File: src/rtl/ring_buffer_pkg.sv
// Shared defaults and sizing helper for the ring buffer FIFO.
package ring_buffer_pkg;

    localparam int DEFAULT_DATA_WIDTH = 8;
    localparam int DEFAULT_ADDR_BITS  = 2;

    function automatic int depth(input int addr_bits);
        return 2 ** addr_bits;
    endfunction

endpackage

File: src/rtl/ring_buffer_if.sv
// Producer/consumer bus of the ring buffer; the buffer itself is the slave side.
interface ring_buffer_if #(
    parameter int DATA_WIDTH = 8
);
    logic                  writeEnable;
    logic [DATA_WIDTH-1:0] data;
    logic                  readEnable;
    logic                  dataReadAck;
    logic [DATA_WIDTH-1:0] dataRead;
    logic [31:0]           bufferLength;
    logic [31:0]           debug;
    logic [31:0]           debug2;

    modport master (
        output writeEnable, data, readEnable,
        input  dataReadAck, dataRead, bufferLength, debug, debug2
    );

    modport slave (
        input  writeEnable, data, readEnable,
        output dataReadAck, dataRead, bufferLength, debug, debug2
    );
endinterface

File: src/rtl/ring_buffer_mem.sv
// Register-array storage with one write port and one registered read port.
module ring_buffer_mem
    import ring_buffer_pkg::*;
#(
    parameter int DATA_WIDTH = DEFAULT_DATA_WIDTH,
    parameter int ADDR_BITS  = DEFAULT_ADDR_BITS
) (
    input  logic                  clk,
    input  logic                  reset,
    input  logic                  we,
    input  logic [ADDR_BITS-1:0]  waddr,
    input  logic [DATA_WIDTH-1:0] wdata,
    input  logic                  re,
    input  logic [ADDR_BITS-1:0]  raddr,
    output logic [DATA_WIDTH-1:0] rdata
);
    localparam int DEPTH = depth(ADDR_BITS);

    logic [DATA_WIDTH-1:0] mem_q [DEPTH];
    logic [DATA_WIDTH-1:0] mem_d [DEPTH];
    logic [DATA_WIDTH-1:0] rdata_q;
    logic [DATA_WIDTH-1:0] rdata_d;

    // Read samples the pre-write contents, so a full read+write to one slot returns the old entry.
    always_comb begin
        mem_d = mem_q;
        if (we) begin
            mem_d[waddr] = wdata;
        end
        rdata_d = re ? mem_q[raddr] : rdata_q;
    end

    always_ff @(posedge clk) begin
        mem_q <= mem_d;
    end

    always_ff @(posedge clk) begin
        if (!reset) begin
            rdata_q <= '0;
        end else begin
            rdata_q <= rdata_d;
        end
    end

    assign rdata = rdata_q;

endmodule

File: src/rtl/ring_buffer.sv
// Single-clock FIFO ring buffer: pointers, occupancy and accept logic around ring_buffer_mem.
module ring_buffer
    import ring_buffer_pkg::*;
#(
    parameter int DATA_WIDTH = DEFAULT_DATA_WIDTH,
    parameter int ADDR_BITS  = DEFAULT_ADDR_BITS
) (
    input  logic         clk,
    input  logic         reset,
    ring_buffer_if.slave bus
);
    localparam int                 DEPTH      = depth(ADDR_BITS);
    localparam logic [ADDR_BITS:0] FULL_COUNT = (ADDR_BITS + 1)'(DEPTH);

    logic [ADDR_BITS-1:0]  head_q, head_d;
    logic [ADDR_BITS-1:0]  tail_q, tail_d;
    logic [ADDR_BITS:0]    count_q, count_d;
    logic                  ack_q, ack_d;
    logic                  rd_accept;
    logic                  wr_accept;
    logic                  mem_we;
    logic                  mem_re;
    logic [DATA_WIDTH-1:0] rd_data;

    // Full/empty come from the occupancy count; a read in the same cycle frees room for a write.
    always_comb begin
        rd_accept = bus.readEnable && (count_q != '0);
        wr_accept = bus.writeEnable && ((count_q != FULL_COUNT) || rd_accept);
        head_d    = head_q;
        tail_d    = tail_q;
        count_d   = count_q;
        ack_d     = rd_accept;
        if (wr_accept) begin
            head_d = head_q + 1'b1;
        end
        if (rd_accept) begin
            tail_d = tail_q + 1'b1;
        end
        case ({wr_accept, rd_accept})
            2'b10:   count_d = count_q + 1'b1;
            2'b01:   count_d = count_q - 1'b1;
            default: count_d = count_q;
        endcase
    end

    always_ff @(posedge clk) begin
        if (!reset) begin
            head_q  <= '0;
            tail_q  <= '0;
            count_q <= '0;
            ack_q   <= 1'b0;
        end else begin
            head_q  <= head_d;
            tail_q  <= tail_d;
            count_q <= count_d;
            ack_q   <= ack_d;
        end
    end

    // Storage must not change while reset holds off the requests.
    assign mem_we = wr_accept && reset;
    assign mem_re = rd_accept && reset;

    ring_buffer_mem #(
        .DATA_WIDTH(DATA_WIDTH),
        .ADDR_BITS (ADDR_BITS)
    ) u_mem (
        .clk   (clk),
        .reset (reset),
        .we    (mem_we),
        .waddr (head_q),
        .wdata (bus.data),
        .re    (mem_re),
        .raddr (tail_q),
        .rdata (rd_data)
    );

    assign bus.dataReadAck  = ack_q;
    assign bus.dataRead     = rd_data;
    assign bus.bufferLength = 32'(count_q);
    assign bus.debug        = 32'(head_q);
    assign bus.debug2       = 32'(tail_q);

endmodule

File: src/flat_wrapper.sv
// flat-port wrapper written by rule: the top's interface ports become plain ports
module ring_buffer_flat import ring_buffer_pkg::*;
#(
    parameter int DATA_WIDTH = DEFAULT_DATA_WIDTH,
    parameter int ADDR_BITS  = DEFAULT_ADDR_BITS
)
  (clk, reset, bus_writeEnable, bus_data, bus_readEnable, bus_dataReadAck, bus_dataRead, bus_bufferLength, bus_debug, bus_debug2);
  ring_buffer_if #(.DATA_WIDTH(DATA_WIDTH)) bus_i ();
  input  logic clk;
  input  logic reset;
  input wire logic [$bits(bus_i.writeEnable)-1:0] bus_writeEnable;
  input wire logic [$bits(bus_i.data)-1:0] bus_data;
  input wire logic [$bits(bus_i.readEnable)-1:0] bus_readEnable;
  output wire logic [$bits(bus_i.dataReadAck)-1:0] bus_dataReadAck;
  output wire logic [$bits(bus_i.dataRead)-1:0] bus_dataRead;
  output wire logic [$bits(bus_i.bufferLength)-1:0] bus_bufferLength;
  output wire logic [$bits(bus_i.debug)-1:0] bus_debug;
  output wire logic [$bits(bus_i.debug2)-1:0] bus_debug2;
  assign bus_i.writeEnable = bus_writeEnable;
  assign bus_i.data = bus_data;
  assign bus_i.readEnable = bus_readEnable;
  assign bus_dataReadAck = bus_i.dataReadAck;
  assign bus_dataRead = bus_i.dataRead;
  assign bus_bufferLength = bus_i.bufferLength;
  assign bus_debug = bus_i.debug;
  assign bus_debug2 = bus_i.debug2;
  ring_buffer #(.DATA_WIDTH(DATA_WIDTH), .ADDR_BITS(ADDR_BITS)) u_core (.clk(clk), .reset(reset), .bus(bus_i));
endmodule
File: config.mk
export PLATFORM = sky130hd
export DESIGN_NAME = ring_buffer_flat
export DESIGN_NICKNAME = d
export VERILOG_FILES = /design/src/rtl/ring_buffer_pkg.sv /design/src/rtl/ring_buffer_if.sv /design/src/rtl/ring_buffer_mem.sv /design/src/rtl/ring_buffer.sv /design/src/flat_wrapper.sv
export SDC_FILE = /design/constraint.sdc
export NUM_CORES = 1
export LEC_CHECK = 0
export CAP_MARGIN = 5
export CELL_PAD_IN_SITES_DETAIL_PLACEMENT = 1
export CELL_PAD_IN_SITES_GLOBAL_PLACEMENT = 2
export CORE_UTILIZATION = 23
export CTS_CLUSTER_SIZE = 25
export DETAILED_ROUTE_END_ITERATION = 10
export GPL_TIMING_DRIVEN = 1
export PLACE_DENSITY = 0.86
export SLEW_MARGIN = 40
export SYNTH_ARGS = -nofsm -noshare
export SYNTH_HDL_FRONTEND = slang
export SYNTH_HIERARCHICAL = 1
export SYNTH_SLANG_ARGS = --single-unit
File: constraint.sdc
create_clock -name clk -period 1.9 [get_ports clk]
set_clock_uncertainty 0.05 [all_clocks]
set_input_delay 0.285 -clock clk [delete_from_list [all_inputs] [get_ports clk]]
set_output_delay 0.285 -clock clk [all_outputs]
set_load 0.03 [all_outputs]
==> flow_summary.toml <==
[final_layout]
drive_gt1_share_pct = 10.5
final_nets = 270
instances_no_fill = 398
diodes = 0
area_growth_pct = 13.4

[worst_setup_path]
r2r_slack_ns = 0.09
path_delay_family = "buffers and inverters"
crit_required_ns = 1.56
start_kind = "register"
crit_chain = "clkdlybuf4s50_1"
critPathMaxStageDelay_ns = 0.75
crit_type = "reg -> out"
endpoint_kind = "primary output"
crit_buf_inv = 1
cp_slowest_cell = "clkdlybuf4s50_1"
critPathArrivalTime_ns = 1.52
critical_path.max_fanout = 6

[synthesis]
netlist_area_um2 = 2610
ys_seq_area_share_pct = 49.2
syn_area_per_cell_um2 = 11.8
synth_edf_count = 32
synthCells = 221
yosys.area_share.xor_xnor_pct = 2.02
ys.warnings.count = 6
yosysTopAreaCell = "edfxtp_1"
synth.area.mux_share_pct = 6.53
synth_seq_cells = 48
async_reset_ff_share_pct = 0
synth.distinct_cells = 35
yosys.area_share.adder_pct = 0.768
synth_top_family_by_area = "buffers and inverters"
yosys.area_share.simple_pct = 8.88
synth_area_leaders = "edfxtp_1 (37%), buf_4 (26%), dfxtp_1 (12%)"
synth-main-ff-cell = "edfxtp_1"
synth_compound_area_share_pct = 4.66
yosysTopAreaCellShare_pct = 36.9

[drt]
dr_total_vias = 1391
routedWlPerCell_um = 11.2
routed_wl_mm = 4.47
firstDrtPassIters = 4
vias_per_cell = 3.49
drc_errors = 0
drt_iter0_drc = 36
antenna_left = 0

[timing]
fin_crit_sh_pct = 97.4
max_clock_freq_ghz = 0.540
setup_viol = 0
period_needed_ns = 1.85
finalMaxSlewViolations = 0
fin_tns_setup_ns = 0
hold_slack_ns = 0.455
hold_violations = 0
relSlewSlack_pct = 66.5
worst_pin_slew_ns = 0.502
grt_setup_unrepaired = "no"

[floorplanning]
core.rowCount = 38
io_pins = 117
initial_core_util_pct = 23.8
dieArea_um2 = 11800
coreArea_um2 = 10900
die_h_um = 108
die_x_um = 108

[power]
p_leak_nw = 1.15
peakVddDrop_v = 0.000335
power_density_nw_per_um2 = 994

[grt]
antenna_found_initial = 0
grt-ovfl-total = 0
grt_max_degree = 21
first_global_vias = 1297
grt_pass1_wl_mm = 6.58
grtUsageTotal_pct = 7.58

[place]
place_congestion = 0.706
port_buffers = 27
place_inst = 390
dpl.hpwl_mm = 3.28

[clock_tree]
htree_levels = 2
tritoncts = "built"
insertion_delay_ns = 0.28
postCtsSetupBuffers = 0
clockBufferDepth = 2
cts-buffers-inserted = 5
ctsRootBufferMaster = "clkbuf_16"
holdBufCountCts = 0
clk_pin_slew_ns = 0.06
clock_sinks = 48

[status]
status = "completed"

[min_path]
hold_path.class = "reg -> reg"

[flow_run]
cap_viol_max_count = 0
layout by cell type, fill, tap and decap left out, types with 2 or more instances in the layout:
cell / Yosys / layout
xnor2_1: 3 / 3
xor2_1: 3 / 3
nand3b_1: 9 / 9
clkdlybuf4s50_1: 0 / 24
edfxtp_1: 32 / 32
nand2b_1: 2 / 2
o221ai_1: 8 / 8
dfxtp_1: 16 / 16
and3_2: 1 / 2
buf_4: 89 / 9
dlymetal6s2s_1: 0 / 2
inv_1: 2 / 2
bufinv_16: 0 / 2
conb_1: 1 / 89
and2_1: 7 / 7
nand2_1: 6 / 6
clkbuf_16: 0 / 5
nor2_1: 4 / 3
mux2i_1: 17 / 17
final timing paths:
check,start,depth (start not counted),end
max,u_core/head_q[1],1,bus_debug[1]
min,u_core/u_mem/rdata[4],2,u_core/u_mem/rdata[4]
max reg2reg,u_core/count_q[1],6,u_core/count_q[1]
min reg2reg,u_core/u_mem/rdata[4],2,u_core/u_mem/rdata[4]
registers in the layout (all words and copies together) (netlist names):
register and flops:
u_core/u_mem/rdata 8, u_core/u_mem/mem_q 32, u_core/head_q 2, u_core/count_q 3
u_core/tail_q 2, u_core/bus.dataReadAck 1
per-layer routing:
| metal | GRT usage (%) | wire length, µm |
|---|---|---|
| met1 | 7.99 | 1720 |
| met4 | 3.47 | 55 |
| met2 | 13.9 | 2400 |
| met3 | 2.11 | 295 |
| met5 | 0 | 0 |
cell families (layout without fill, tap and decap cells):
| family | Yosys count | in the layout |
|---|---|---|
| buffers and inverters | 97 | 46 |
| multiplexers | 17 | 17 |
| adder cells (fa/ha/maj) | 1 | 1 |
| XOR/XNOR | 6 | 6 |
| AND/OR/NAND/NOR | 36 | 36 |
| AO/OA/AOI/OAI | 15 | 15 |
| flip-flops | 48 | 48 |
| other | 1 | 89 |
power breakdown:
part	total [mW]	switching, mW	internal [mW]
Clock	1.10	0.351	0.754
Combinational	0.618	0.438	0.180
Sequential	1.22	0.0438	1.17
Total	2.94	0.832	2.11
cells in the mapped netlist, types with 2 or more instances:
cell	count
and2_1	7
buf_4	89
clkbuf_2	2
dfxtp_1	16
edfxtp_1	32
inv_1	2
mux2i_1	17
nand2_1	6
nand2b_1	2
nand3b_1	9
nor2_1	4
o221ai_1	8
xnor2_1	3
xor2_1	3
metrics by stage:
stage               total power, mW  worst slack [ns]  utilization, %  instance area (µm²)
floorplan                      1.82            0.0147               -                 2940
CTS                            2.97            0.0166            27.0                 2950
global route                   3.04           0.00350            27.0                 2960
finish                         2.94            0.0491            27.0                 2960
global placement               1.84            -0.330            25.1                 2750
detailed placement             1.85            -0.437            25.1                 2750
tightest hold or removal path: cells and delay by family, from the launching register on:
family / cells / cell delay [ns]
AO/OA/AOI/OAI: 1 / 0.07
AND/OR/NAND/NOR: 1 / 0.08
flip-flops: 1 / 0.33
cell type report:
| type | instances | area, µm² |
|---|---|---|
| Clock buffer | 6 | 129 |
| Clock inverter | 2 | 60.1 |
| Fill cell | 1245 | 7980 |
| Inverter | 2 | 7.51 |
| Multi-Input combinational cell | 164 | 951 |
| Sequential cell | 48 | 1280 |
| Tap cell | 140 | 175 |
| Timing Repair Buffer | 36 | 353 |
what timing repair did:
action / in CTS / in global routing
cloned: 0 / 0
gates resized for setup: 5 / 2
setup endpoints to repair: 30 / 21
(Power assumes the default switching activity.)
